`src/rtl/bin_sync_down_timer_if.sv`:
```
`default_nettype none
// ============================================================================
// Module      : bin_sync_down_timer_if
// Description : Control/status bundle for bin_sync_down_timer. Carries the
//               pause input only when BIN_TIMER_PAUSE_EN is defined.
// Revision    : 1.0 - initial release
// ============================================================================
interface bin_sync_down_timer_if #(
    parameter int WIDTH = 4
);
    logic [WIDTH-1:0] load_val;
    logic             start;
    logic             stop;
`ifdef BIN_TIMER_PAUSE_EN
    logic             pause;
`endif
    logic             periodic;
    logic [WIDTH-1:0] out;
    logic             tc;
    logic             busy;
    logic             done;

`ifdef BIN_TIMER_PAUSE_EN
    modport master (output load_val, start, stop, pause, periodic,
                    input  out, tc, busy, done);
    modport slave  (input  load_val, start, stop, pause, periodic,
                    output out, tc, busy, done);
`else
    modport master (output load_val, start, stop, periodic,
                    input  out, tc, busy, done);
    modport slave  (input  load_val, start, stop, periodic,
                    output out, tc, busy, done);
`endif
endinterface
`default_nettype wire

```
`src/rtl/bin_sync_down_timer.sv`:
```
`default_nettype none
// ============================================================================
// Module      : bin_sync_down_timer
// Description : Loadable binary down-counter/timer, one-shot or periodic,
//               with terminal-count pulse. Macro BIN_TIMER_PAUSE_EN adds a
//               pause input that freezes a running count.
// Revision    : 1.0 - initial release
// ============================================================================
module bin_sync_down_timer #(
    parameter int WIDTH = 4
) (
    input  wire                   clk,
    input  wire                   reset,
    bin_sync_down_timer_if.slave  bus
);
    localparam logic [WIDTH-1:0] c_zero = '0;
    localparam logic [WIDTH-1:0] c_one  = WIDTH'(1);

    typedef enum logic [1:0] {
        S_IDLE = 2'd0,
        S_RUN  = 2'd1,
        S_DONE = 2'd2
    } state_t;

    state_t           r_state;
    logic [WIDTH-1:0] r_out;
    logic [WIDTH-1:0] r_reload;
    logic             r_mode;
    logic             r_tc;
    logic             r_busy;
    logic             r_done;
    logic             w_pause;

`ifdef BIN_TIMER_PAUSE_EN
    assign w_pause = bus.pause;
`else
    assign w_pause = 1'b0;
`endif

    always_ff @(posedge clk or posedge reset) begin
        if (reset) begin
            r_state  <= S_IDLE;
            r_out    <= c_zero;
            r_reload <= c_zero;
            r_mode   <= 1'b0;
            r_tc     <= 1'b0;
            r_busy   <= 1'b0;
            r_done   <= 1'b0;
        end else begin
            r_tc <= 1'b0;
            case (r_state)
                S_IDLE, S_DONE: begin
                    if (bus.stop) begin
                        r_state <= S_IDLE;
                        r_busy  <= 1'b0;
                        r_done  <= 1'b0;
                    end else if (bus.start) begin
                        r_reload <= bus.load_val;
                        r_mode   <= bus.periodic;
                        r_out    <= bus.load_val;
                        if (bus.load_val != c_zero) begin
                            r_state <= S_RUN;
                            r_busy  <= 1'b1;
                            r_done  <= 1'b0;
                        end else if (bus.periodic) begin
                            // Zero-length periodic count: terminal every cycle.
                            r_state <= S_RUN;
                            r_busy  <= 1'b1;
                            r_done  <= 1'b0;
                            r_tc    <= 1'b1;
                        end else begin
                            r_state <= S_DONE;
                            r_busy  <= 1'b0;
                            r_done  <= 1'b1;
                            r_tc    <= 1'b1;
                        end
                    end
                end
                S_RUN: begin
                    if (bus.stop) begin
                        r_state <= S_IDLE;
                        r_busy  <= 1'b0;
                    end else if (w_pause) begin
                        r_busy <= 1'b1;
                    end else if (r_out != c_zero) begin
                        r_out <= r_out - c_one;
                        if (r_out == c_one) begin
                            r_tc <= 1'b1;
                            // One-shot finishes on the same edge that reaches zero.
                            if (!r_mode) begin
                                r_state <= S_DONE;
                                r_busy  <= 1'b0;
                                r_done  <= 1'b1;
                            end
                        end
                    end else if (r_mode) begin
                        r_out <= r_reload;
                        r_tc  <= (r_reload == c_zero);
                    end else begin
                        r_state <= S_DONE;
                        r_busy  <= 1'b0;
                        r_done  <= 1'b1;
                    end
                end
                default: begin
                    r_state <= S_IDLE;
                    r_busy  <= 1'b0;
                    r_done  <= 1'b0;
                end
            endcase
        end
    end

    assign bus.out  = r_out;
    assign bus.tc   = r_tc;
    assign bus.busy = r_busy;
    assign bus.done = r_done;

endmodule
`default_nettype wire

```
`src/flat_wrapper.sv`:
```
// flat-port wrapper written by rule: the top's interface ports become plain ports
module bin_sync_down_timer_flat 
#(
    parameter int WIDTH = 4
)
  (clk, reset, bus_load_val, bus_start, bus_stop, bus_periodic, bus_out, bus_tc, bus_busy, bus_done);
  bin_sync_down_timer_if #(.WIDTH(WIDTH)) bus_i ();
  input  wire clk;
  input  wire reset;
  input wire logic [$bits(bus_i.load_val)-1:0] bus_load_val;
  input wire logic [$bits(bus_i.start)-1:0] bus_start;
  input wire logic [$bits(bus_i.stop)-1:0] bus_stop;
  input wire logic [$bits(bus_i.periodic)-1:0] bus_periodic;
  output wire logic [$bits(bus_i.out)-1:0] bus_out;
  output wire logic [$bits(bus_i.tc)-1:0] bus_tc;
  output wire logic [$bits(bus_i.busy)-1:0] bus_busy;
  output wire logic [$bits(bus_i.done)-1:0] bus_done;
  assign bus_i.load_val = bus_load_val;
  assign bus_i.start = bus_start;
  assign bus_i.stop = bus_stop;
  assign bus_i.periodic = bus_periodic;
  assign bus_out = bus_i.out;
  assign bus_tc = bus_i.tc;
  assign bus_busy = bus_i.busy;
  assign bus_done = bus_i.done;
  bin_sync_down_timer #(.WIDTH(WIDTH)) u_core (.clk(clk), .reset(reset), .bus(bus_i));
endmodule
```
`config.mk`:
```
export PLATFORM = sky130hd
export DESIGN_NAME = bin_sync_down_timer_flat
export DESIGN_NICKNAME = d
export VERILOG_FILES = /design/src/rtl/bin_sync_down_timer_if.sv /design/src/rtl/bin_sync_down_timer.sv /design/src/flat_wrapper.sv
export SDC_FILE = /design/constraint.sdc
export NUM_CORES = 1
export LEC_CHECK = 0
export ABC_AREA = 0
export CAP_MARGIN = 15
export CORE_AREA = 4 4 46 48
export DETAILED_ROUTE_END_ITERATION = 10
export DIE_AREA = 0 0 50 52
export PLACE_DENSITY = 0.75
export SKIP_CTS_REPAIR_TIMING = 1
export SLEW_MARGIN = 10
export SYNTH_ARGS = -nofsm -noshare
export SYNTH_HDL_FRONTEND = slang
export SYNTH_SLANG_ARGS = --single-unit
export TNS_END_PERCENT = 100
```
`constraint.sdc`:
```
create_clock -name clk -period 2.3 [get_ports clk]
set_input_delay 0.69 -clock clk [delete_from_list [all_inputs] [get_ports clk]]
set_output_delay 0.69 -clock clk [all_outputs]
set_load 0.02 [all_outputs]
```
; ---- Yosys cells after proc, flatten, opt, wreduce, memory -nomap -nowiden
; Cells that the tools add are included.
[word_totals]
reg_bits = 14
output_inout_bits = 7
wordCells = 70
[op_classes]
n_addsub = 1
n_eq_ne = 10
mux = 41
n_bitwise = 1
reduce_logical = 10
[op_table]
columns = operator, count
row1 = $mux W1, 23
row2 = $mux W4, 5
row3 = $mux W2, 8
row4 = $pmux W4 S2, 1
row5 = $reduce_bool A4 Y1, 2
row6 = $ne A2 B2 Y1 const B, 3
row7 = $ne A3 B3 Y1 const B, 2
row8 = $pmux W1 S2, 3
row9 = $reduce_and A3 Y1, 2
row10 = $reduce_and A5 Y1, 1
row11 = $eq A4 B1 Y1 const B, 1
row12 = $logic_not A4 Y1, 1
row13 = $ne A4 B4 Y1 const B, 1
row14 = $pmux W2 S2, 1
row15 = $sub A4 B1 Y4 const B, 1
row16 = $ne A3 B1 Y1 const B, 1
row17 = $eq A2 B1 Y1 const B, 1
row18 = $eq A2 B2 Y1 const B, 1
row19 = $logic_not A2 Y1, 1
row20 = $reduce_and A2 Y1, 1
row21 = $reduce_bool A2 Y1, 1
row22 = $reduce_or A2 Y1, 1
row23 = $not A1 Y1, 1

; ---- Logic depth before layout (Yosys ltp)
; Gate-level depths: netlist of the first run.
[logic_depth]
word_depth = 5
mapped_depth = 7
depth_no_buf = 6

; ---- Worst setup path before layout of the first run
; No wires, ideal clock.
[synth_timing]
path_type = flip-flop to flip-flop
start = reg u_core.r_out[1], in the netlist u_core.bus.out[1]
end = reg u_core.r_out[3], in the netlist u_core.bus.out[3]
setup_ps = 67
arrival_time_ps = 1880
required_ps = 2233
slack_ps = 353
path_stages_with_launch = 8
n_path_buf = 1
period_less_slack_ps = 1947
path_cell_list = dfrtp_1 inv_1 ha_1 or3b_1 buf_2 o32ai_4 nand3b_1 o311a_1
[synth_via]
elab_chain_cells = 4
word_cells_on_any_way = 7
cone_classes = add/sub: 1 / eq/ne: 1 / mux: 3 / reduce/logical: 2
[synth_rtl]
columns = element, line_no
row1 = "start, declared", bin_sync_down_timer.sv:26  ; logic [WIDTH-1:0] r_out;
row2 = "start signal, assigned", bin_sync_down_timer.sv:43  ; r_out <= c_zero;
row3 = "start signal, assigned", bin_sync_down_timer.sv:60  ; r_out <= bus.load_val;
row4 = "start signal, assigned", bin_sync_down_timer.sv:86  ; r_out <= r_out - c_one;
row5 = $sub A4 B1 Y4 or $reduce_bool A4 Y1 (tied branches), "bin_sync_down_timer.sv:86, bin_sync_down_timer.sv:85"
row6 = $mux W4, bin_sync_down_timer.sv:85  ; end else if (r_out != c_zero) begin
row7 = $mux W4, bin_sync_down_timer.sv:80  ; if (bus.stop) begin
row8 = $pmux W4 S2, bin_sync_down_timer.sv:51  ; case (r_state)
; Several ways; a longest one is shown, not always the timed one. The select of a mux whose other input is x is not followed.
; A chain may end at the register's enable or synchronous reset.

; ---- Final worst setup path of the first run
[layout_timing]
start = reg u_core.r_out[2], in the netlist u_core.bus.out[2]
end = out bus_out[2]
[layout_rtl]
columns = element, line_no
row1 = "end, declared", flat_wrapper.sv:14  ; output wire logic [$bits(bus_i.out)-1:0] bus_out;
; No word-level cell between the ends.

==> results.md, run 1 <==
* Placed cell count at 136
* P&R area growth vs syn at 31.0%
* First-pass GRT wire length at 3.45 mm
* Clock transition at the registers of the reported paths at 0.08 ns
* Leakage at 0.467 nW
* Worst R2R Path Depth at 6
* Largest net degree at the start of global routing at 15
* Worst path arrival time at 1.44 ns
* CP max stage delay at 0.66 ns
* Placed Area at 1060 um2
* Max clock buf depth at 2
* Port Buffers at 15
* Async set-reset flop share out of synthesis at 100%
* CTS tree: built
* CP bufs+invs at 1
* Post-synth EDFFs at 0
* Synth warn at 0
* Core Box Area at 1710 um2
* Unrepaired setup endpoints after global routing: no
* Reg area at 350 um2
* Distinct cell type count after synthesis at 34
* First DRT Iteration DRCs at 18
* DR vias at 775
* Routability cong. at 0.863
* Total Power at 0.000838 W
* Final period util at 92.6%
* N_diodes at 0
* Die height at 52 um
* Initial antenna violation count at 0
* Fill cells at 131
* Min Tclk post-route at 2.13 ns
* All-Layer GR Usage at 18.1%
* Post-synth top cells: dfrtp_1 (14), nand2_1 (13), nor2_1 (7)
* DIE AREA at 2600 um2
* Syn Area/Cell at 9.15 um2
* Starting density of the core at 48.2%
* Post-route insts no fill at 139
* Fin Clk Skew at 0.00337 ns
* Critical Path Fanout Max at 8
* Initial DRT Pass Iterations at 4
* Post-DP HPWL at 1.62 mm
* Max-cap violations at 0
* Vias in the first global route at 719
* Worst min-delay path class: reg -> reg
* Slew @ Worst Pin at 0.538 ns
* Hold Slack at 0.526 ns
* Synth top area share at 42.6%
* Number of cells on the critical path at 1
* Multi-input gate area at 442 um2
* Net Count, Synth at 102
* Cell family with most CP delay: buffers and inverters
* ANT nets after route at 0
* Die W at 50 um
* Setup Viol. Count Final at 0
* Clock root buffer: clkbuf_4
* Critical Path RT at 1.61 ns
* Total gr overflow at 0
* Fmax at 470 MHz
* Max Slew Vio Count at 0
* Pwr Density at 777 nW/um2
* Final Cell Area at 1080 um2
* Worst slew margin at 63.7%
* Slowest stage cell, crit path: clkdlybuf4s50_1
* DR vias/cell at 5.58
* Layout cells sized above 1 at 12.3%
* Synth Register Bits at 14
* Outcome: finished clean
* Routed WL per cell at 14.8 um
* Num ports at 16
* Part of the Yosys area used for sequential elements at 42.6%
* Min-Delay Startpoint: u_core.r_reload[3]
* Reg2Reg Launch Point: u_core.bus.out[1]
* Startpoint Class: flop
* Sink Count at 14
* DRC errors left at 0
* Final hold vios at 0
* Total Wirelength at 2.05 mm
* Cts bufs inserted at 3
* Worst Hold Depth at 2
* Largest area contributor in the netlist: dfrtp_1
* Critical path class: reg -> out
* Cell Area, Synth at 823 um2
* Final nets at 128
* Worst Setup SP: u_core.bus.out[2]
* Mapped Cells at 90
* Synth top area cells: dfrtp_1 (43%), nand2_1 (5.9%), ha_1 (4.6%)
* Critical path, cell by cell: clkdlybuf4s50_1
* Post-synth top flop: dfrtp_1
* Worst-Skew Late Latency at 0.28 ns
* Row count at 15
* Most frequent cell after synthesis: dfrtp_1
* Crit. End Element: output pin
* VDD IR-drop max at 0.000418 V
* Htree depth at 1
cells by family after synthesis:
group,count (synthesis),share of synthesized area [%]
compound gates,25,22.8
mux,2,2.58
buf+inv,8,3.80
xor+xnor,1,1.06
flops,14,42.6
fa+ha+maj,3,4.56
simple gates,37,22.6
path summary, 6_finish.rpt:
path | to | slack [ns]
worst max-delay path | bus_out[2] | 0.17
worst min-delay path | u_core.r_reload[3] | 0.53
worst max register to register | u_core.bus.out[3] | 0.21
worst min register to register | u_core.r_reload[3] | 0.53
max in group asynchronous | u_core.r_reload[2] | 1.19
min in group asynchronous | u_core.r_reload[0] | 0.75
layer usage:
metal	vias up	share of wire (%)	global-route usage, %
li1	377	-	-
met1	371	43	23.8
met2	23	48	27.6
met3	4	7.6	6.30
met4	0	1.1	5.53
met5	-	0	0
layout by cell type, fill, tap and decap left out, drive strengths merged:
| cell type | count |
|---|---|
| clkbuf | 3 |
| a221oi | 1 |
| xnor2 | 1 |
| clkdlybuf4s50 | 15 |
| nor2b | 3 |
| o32ai | 2 |
| o311ai | 1 |
| o311a | 1 |
| or3b | 1 |
| nand3 | 1 |
| nand2b | 1 |
| a211oi | 1 |
| mux2 | 1 |
| nor3b | 2 |
| a21oi | 6 |
| o22ai | 1 |
| nor2 | 7 |
| a2bb2oi | 2 |
| nand2 | 13 |
| mux2i | 1 |
| o21ai | 6 |
| a41oi | 1 |
| buf | 8 |
| inv | 6 |
| and2b | 1 |
| o41ai | 1 |
| dfrtp | 14 |
| nand3b | 1 |
| nor3 | 6 |
| o21a | 1 |
| or4 | 1 |
| ha | 3 |
| o211ai | 1 |
metrics by stage:
stage,TNS [ns],setup WS (ns),util [%]
after global placement,-0.0594,-0.0333,61.8
final,0,0.171,63.2
after detailed placement,-0.204,-0.103,61.8
after CTS,0,0.184,63.2
after global routing,0,0.0545,63.2
after floorplan,0,0.353,-
final cells by class:
type                    count  share of cell area (%)
flip-flops and latches     14                    32.5
repair buffers             23                    19.5
clock buffers               3                    2.09
well taps                  25                    2.90
inverters                   6                    2.09
multi-input cells          68                    41.0
report_power, final:
| part | switching (W) | internal, W | leakage [nW] | total [W] |
|---|---|---|---|---|
| sequential | 0.0000611 | 0.000294 | 0.174 | 0.000355 |
| combinational | 0.000183 | 0.000167 | 0.278 | 0.000350 |
| clock | 0.0000724 | 0.0000607 | 0.0138 | 0.000133 |
| total | 0.000317 | 0.000522 | 0.467 | 0.000838 |
worst min-delay path: stages (launching register included):
cell and delay [ns]:
dfrtp_1 0.37, nand2_1 0.06, o21ai_0 0.06
flip-flops by register name, summed over array words and instances, names as in the netlist:
register	cells
u_core.bus.out	4
u_core.r_reload	4
u_core.r_state	2
u_core.bus.busy	1
u_core.bus.done	1
u_core.bus.tc	1
u_core.r_mode	1
Power figures use the tool's default switching activity.
==> inputs of run 2 (changes only) <==
--- a/config.mk
+++ b/config.mk
@@ -7,10 +7,11 @@
 export LEC_CHECK = 0
 export ABC_AREA = 0
 export CAP_MARGIN = 15
-export CORE_AREA = 4 4 46 48
+export CORE_AREA = 4 4 43 45
 export DETAILED_ROUTE_END_ITERATION = 10
-export DIE_AREA = 0 0 50 52
-export PLACE_DENSITY = 0.75
+export DIE_AREA = 0 0 47 49
+export DONT_BUFFER_PORTS = 1
+export PLACE_DENSITY = 0.71
 export SKIP_CTS_REPAIR_TIMING = 1
 export SLEW_MARGIN = 10
 export SYNTH_ARGS = -nofsm -noshare
==> results.md, run 2 (synthesis gave the netlist of run 1 again) <==
* Min Tclk post-route at 2.06 ns (-0.0685 ns)
* Clock root buffer: clkbuf_4
* Post-DP HPWL at 1.50 mm (-7.8%)
* N_diodes at 0 (unchanged)
* Critical path, cell by cell: inv_1 -> ha_1 -> or3b_1 -> o32ai_4 -> nand3b_1 -> o311a_1
* Largest net degree at the start of global routing at 15 (unchanged)
* Critical path class: reg -> reg
* First DRT Iteration DRCs at 26 (+8)
* Core Box Area at 1470 um2 (-14%)
* DR vias/cell at 6.53 (+17%)
* Port Buffers at 0 (-15)
* Routed WL per cell at 17.8 um (+20%)
* Pwr Density at 919 nW/um2 (+18%)
* Leakage at 0.397 nW (-15%)
* Vias in the first global route at 645 (-10%)
* Num ports at 16 (unchanged)
* Outcome: finished clean
* VDD IR-drop max at 0.000436 V (+4.4%)
* ANT nets after route at 0 (unchanged)
* DR vias at 731 (-5.7%)
* Die W at 47 um (-6.0%)
* Cts bufs inserted at 3 (unchanged)
* Max Slew Vio Count at 0 (unchanged)
* Crit. End Element: flop
* Unrepaired setup endpoints after global routing: no
* CP max stage delay at 0.50 ns (-0.16 ns)
* DIE AREA at 2300 um2 (-11%)
* Fmax at 485 MHz (+3.3%)
* Max clock buf depth at 2 (unchanged)
* All-Layer GR Usage at 18.6% (+0.49 points)
* Commonest non-fill, non-tap cell in the layout: dfrtp_1
* DRC errors left at 0 (unchanged)
* Routability cong. at 0.826 (-4.3%)
* Initial DRT Pass Iterations at 6 (+2)
* Final hold vios at 0 (unchanged)
* Setup Viol. Count Final at 0 (unchanged)
* Fin Clk Skew at 0.00116 ns (-0.00221 ns)
* Total Wirelength at 1.99 mm (-3.0%)
* Fill cells at 133 (+1.5%)
* Worst slew margin at 62.8% (-0.90 points)
* Worst path arrival time at 2.28 ns (+0.84 ns)
* Commonest cells after routing, fill and taps aside: dfrtp_1 (14), nand2_1 (13), nor2_1 (7)
* Fin Setup TNS at 0 ns (unchanged)
* CTS tree: built
* Starting density of the core at 56.0% (+7.7 points)
* Critical Path RT at 2.52 ns (+0.91 ns)
* Total gr overflow at 0 (unchanged)
* Worst-Skew Late Latency at 0.28 ns (about the same)
* Layout cells sized above 1 at 11.5% (-0.82 points)
* P&R area growth vs syn at 9.42%
* Final nets at 109 (-15%)
* Final period util at 89.6% (-3.0 points)
* Die height at 49 um (-5.8%)
* Hold Slack at 0.326 ns (-0.200 ns)
* Worst min-delay path class: in -> async
* CP bufs+invs at 1 (unchanged)
* Critical Path Fanout Max at 8 (unchanged)
* Row count at 14 (-1)
* Initial antenna violation count at 0 (unchanged)
* Max-cap violations at 0 (unchanged)
* First-pass GRT wire length at 3.04 mm (-12%)
* Slew @ Worst Pin at 0.556 ns (+0.0179 ns)
* Slowest stage cell, crit path: or3b_1
* Sink Count at 14 (unchanged)
* Startpoint Class: flop
* Cell family with most CP delay: simple AND/OR/NAND/NOR gates
* Htree depth at 1 (unchanged)
* Clock transition at the registers of the reported paths at 0.09 ns (about the same)
## run 2: area by class of cell
cell class | instances | area [um2] | area share, %
Multi-Input combinational cell | 68 | 442 | 49.0
Sequential cell | 14 | 350 | 38.9
Clock buffer | 4 | 36.3 | 4.03
Timing Repair Buffer | 4 | 30.0 | 3.33
Inverter | 6 | 22.5 | 2.50
Tap cell | 16 | 20.0 | 2.22
## run 2: worst paths after layout
| path | start | endpoint | slack, ns | cells after the start |
|---|---|---|---|---|
| max | u_core.bus.out[1] | u_core.bus.out[3] | 0.24 | 6 |
| min | reset | u_core.bus.busy | 0.33 | 1 |
| max reg2reg | u_core.bus.out[1] | u_core.bus.out[3] | 0.24 | 6 |
| min reg2reg | u_core.r_reload[1] | u_core.r_reload[1] | 0.54 | 2 |
| max in group asynchronous | reset | u_core.r_mode | 1.62 | 1 |
| min in group clk | bus_stop | u_core.bus.busy | 0.46 | 1 |
## run 2: metal layers
layer,global-route usage (%),share of wire (%),vias up
met5,0,0,-
met4,6.91,2.1,0
met3,6.64,9.7,7
met2,27.6,46,37
met1,24.1,42,347
li1,-,-,340
## run 2: metrics by stage
stage	total power (W)	setup slack [ns]	instances	util, %	instance area (um2)
floorplan	0.000562	0.353	90	-	823
global placement	0.000638	0.287	108	58.8	865
detailed placement	0.000647	0.302	108	58.8	865
CTS	0.000829	0.289	112	61.2	901
global route	0.000879	0.185	112	61.2	901
finish	0.000828	0.240	112	61.2	901
## run 2: where the power goes
part | switching, W | internal (W)
clock network | 0.0000851 | 0.0000964
logic | 0.000171 | 0.000115
registers | 0.0000663 | 0.000294
total | 0.000322 | 0.000506
==> inputs of run 3 (changes only) <==
--- a/config.mk
+++ b/config.mk
@@ -12,6 +12,7 @@
 export DIE_AREA = 0 0 47 49
 export DONT_BUFFER_PORTS = 1
 export PLACE_DENSITY = 0.71
+export REMOVE_ABC_BUFFERS = 1
 export SKIP_CTS_REPAIR_TIMING = 1
 export SLEW_MARGIN = 10
 export SYNTH_ARGS = -nofsm -noshare
==> results.md, run 3 (synthesis gave the netlist of run 1 again) <==
* Hold Slack at 0.319 ns (-0.00703 ns)
* GR Util met2 at 27.1% (-0.45 points)
* Pwr Density at 880 nW/um2 (-4.2%)
* CP bufs+invs at 1 (unchanged)
* Reg power frac at 46.0% (+2.5 points)
* Max clock buf depth at 2 (unchanged)
* Placed Area at 865 um2 (unchanged)
* Sink Count at 14 (unchanged)
* Met1 Use GR at 24.6% (+0.46 points)
* Die height at 49 um (unchanged)
* Starting density of the core at 56.0% (unchanged)
* Setup Viol. Count Final at 0 (unchanged)
* Total Wirelength at 1.88 mm (-5.8%)
* Initial DRT Pass Iterations at 4 (-2)
* DIE AREA at 2300 um2 (unchanged)
* Vias in the first global route at 677 (+5.0%)
* Post-DP HPWL at 1.45 mm (-3.5%)
* DR vias/cell at 6.57 (+0.62%)
* Commonest cells after routing, fill and taps aside: dfrtp_1 (14), nand2_1 (13), nor2_1 (7)
* All-Layer GR Usage at 18.4% (-0.20 points)
* Startpoint Class: flop
* Num ports at 16 (unchanged)
* N_diodes at 0 (unchanged)
* Slowest stage cell, crit path: or3b_1
* Cts bufs inserted at 3 (unchanged)
* Port Buffers at 0 (unchanged)
* Htree depth at 1 (unchanged)
* Core Box Area at 1470 um2 (unchanged)
* Fmax at 499 MHz (+2.8%)
* Total gr overflow at 0 (unchanged)
* Met3 usage at 5.54% (-1.1 points)
* Clock transition at the registers of the reported paths at 0.08 ns (about the same)
* Initial antenna violation count at 0 (unchanged)
* Worst min-delay path class: in -> async
* DR vias at 729 (-0.27%)
* Critical Path Fanout Max at 8 (unchanged)
* Place WS at 0.319 ns (+0.0166 ns)
* Worst path arrival time at 2.23 ns (-0.05 ns)
* Routed WL per cell at 16.9 um (-4.9%)
* Max-cap violations at 0 (unchanged)
* Clock Power Share at 17.7% (-4.2 points)
* Outcome: finished clean
* Net Sw Frac at 39.8% (+0.87 points)
* Grt peak-use layer: met2
* Min Tclk post-route at 2.00 ns (-0.0562 ns)
* Setup WS post-layout at 0.296 ns (+0.0562 ns)
* Critical path class: reg -> reg
* Gate power share at 36.3% (+1.7 points)
* Final period util at 87.1% (-2.4 points)
* Largest net degree at the start of global routing at 15 (unchanged)
* First DRT Iteration DRCs at 53 (+100%)
* Cell family with most CP delay: simple AND/OR/NAND/NOR gates
* Final Cell Area at 887 um2 (-1.5%)
* Crit. End Element: flop
* Worst-Skew Late Latency at 0.28 ns (about the same)
* Final nets at 109 (unchanged)
* P&R area growth vs syn at 7.75%
* ANT nets after route at 0 (unchanged)
* DRC errors left at 0 (unchanged)
* Max Slew Vio Count at 0 (unchanged)
* Fin Clk Skew at 0.00279 ns (+0.00163 ns)
* Clock root buffer: clkbuf_4
* Fin Setup TNS at 0 ns (unchanged)
* Slew @ Worst Pin at 0.514 ns (-0.0418 ns)
* Critical Path RT at 2.52 ns (about the same)
* Die W at 47 um (unchanged)
* Worst slew margin at 65.3% (+2.5 points)
* Routability cong. at 0.829 (+0.41%)
* CTS tree: built
* Critical path, cell by cell: inv_1 -> ha_1 -> or3b_1 -> o32ai_4 -> nand3b_1 -> o311a_1
* First-pass GRT wire length at 3.11 mm (+2.1%)
* Commonest non-fill, non-tap cell in the layout: dfrtp_1
* Final hold vios at 0 (unchanged)
* Pint at 0.000470 W (-7.0%)
* CP max stage delay at 0.49 ns (about the same)
* Psw at 0.000311 W (-3.6%)
* VDD IR-drop max at 0.000428 V (-1.8%)
* Leakage at 0.389 nW (-1.8%)
* Layout cells sized above 1 at 10.5% (-0.93 points)
* Unrepaired setup endpoints after global routing: no
* Row count at 14 (unchanged)
==> run 3: path summary, 6_finish.rpt <==
path / slack (ns) / depth (start not counted) / to / startpoint
max: 0.30 / 6 / u_core.bus.out[3] / u_core.bus.out[1]
min: 0.32 / 1 / u_core.bus.tc / reset
max reg2reg: 0.30 / 6 / u_core.bus.out[3] / u_core.bus.out[1]
min reg2reg: 0.52 / 2 / u_core.r_reload[1] / u_core.r_reload[1]
max in group asynchronous: 1.64 / 1 / u_core.bus.out[3] / reset
min in group clk: 0.46 / 1 / u_core.r_state[0] / bus_stop
==> run 3: cell type report <==
| type | instances | area, um2 |
|---|---|---|
| timing repair buffer | 4 | 30.0 |
| tap | 16 | 20.0 |
| clock buffer | 3 | 22.5 |
| inverter | 6 | 22.5 |
| sequential | 14 | 350 |
| multi-input combinational | 68 | 442 |
| fill | 131 | 584 |
==> run 3: power groups by stage <==
stage          combinational (W)  clock, W  sequential (W)
2_1_floorplan           0.000173         0        0.000386
3_3_place_gp            0.000277         0        0.000361
3_5_place_dp            0.000281         0        0.000362
4_1_cts                 0.000281  0.000142        0.000357
5_1_grt                 0.000312  0.000155        0.000366
6_report                0.000284  0.000138        0.000359
==> run 3: routing by layer <==
metal,vias up,wire (um)
met5,-,0
met2,42,870
met3,4,173
li1,335,-
met4,0,29
met1,348,804
==> run 3: worst register-to-register path, delay by kind of cell, from the launching register on <==
kind	cells	cell delay (ns)
DFF	1	0.39
buffers and inverters	1	0.11
and+or+nand+nor	2	0.65
AOI/OAI and AO/OA	2	0.52
adders and majority gates	1	0.27
==> run 3: through the flow <==
| step | total power, W | cells | util [%] |
|---|---|---|---|
| after floorplan | 0.000558 | 88 | - |
| after global routing | 0.000834 | 111 | 60.3 |
| after CTS | 0.000781 | 111 | 60.3 |
| final | 0.000781 | 111 | 60.3 |
| after detailed placement | 0.000643 | 108 | 58.8 |
| after global placement | 0.000638 | 108 | 58.8 |
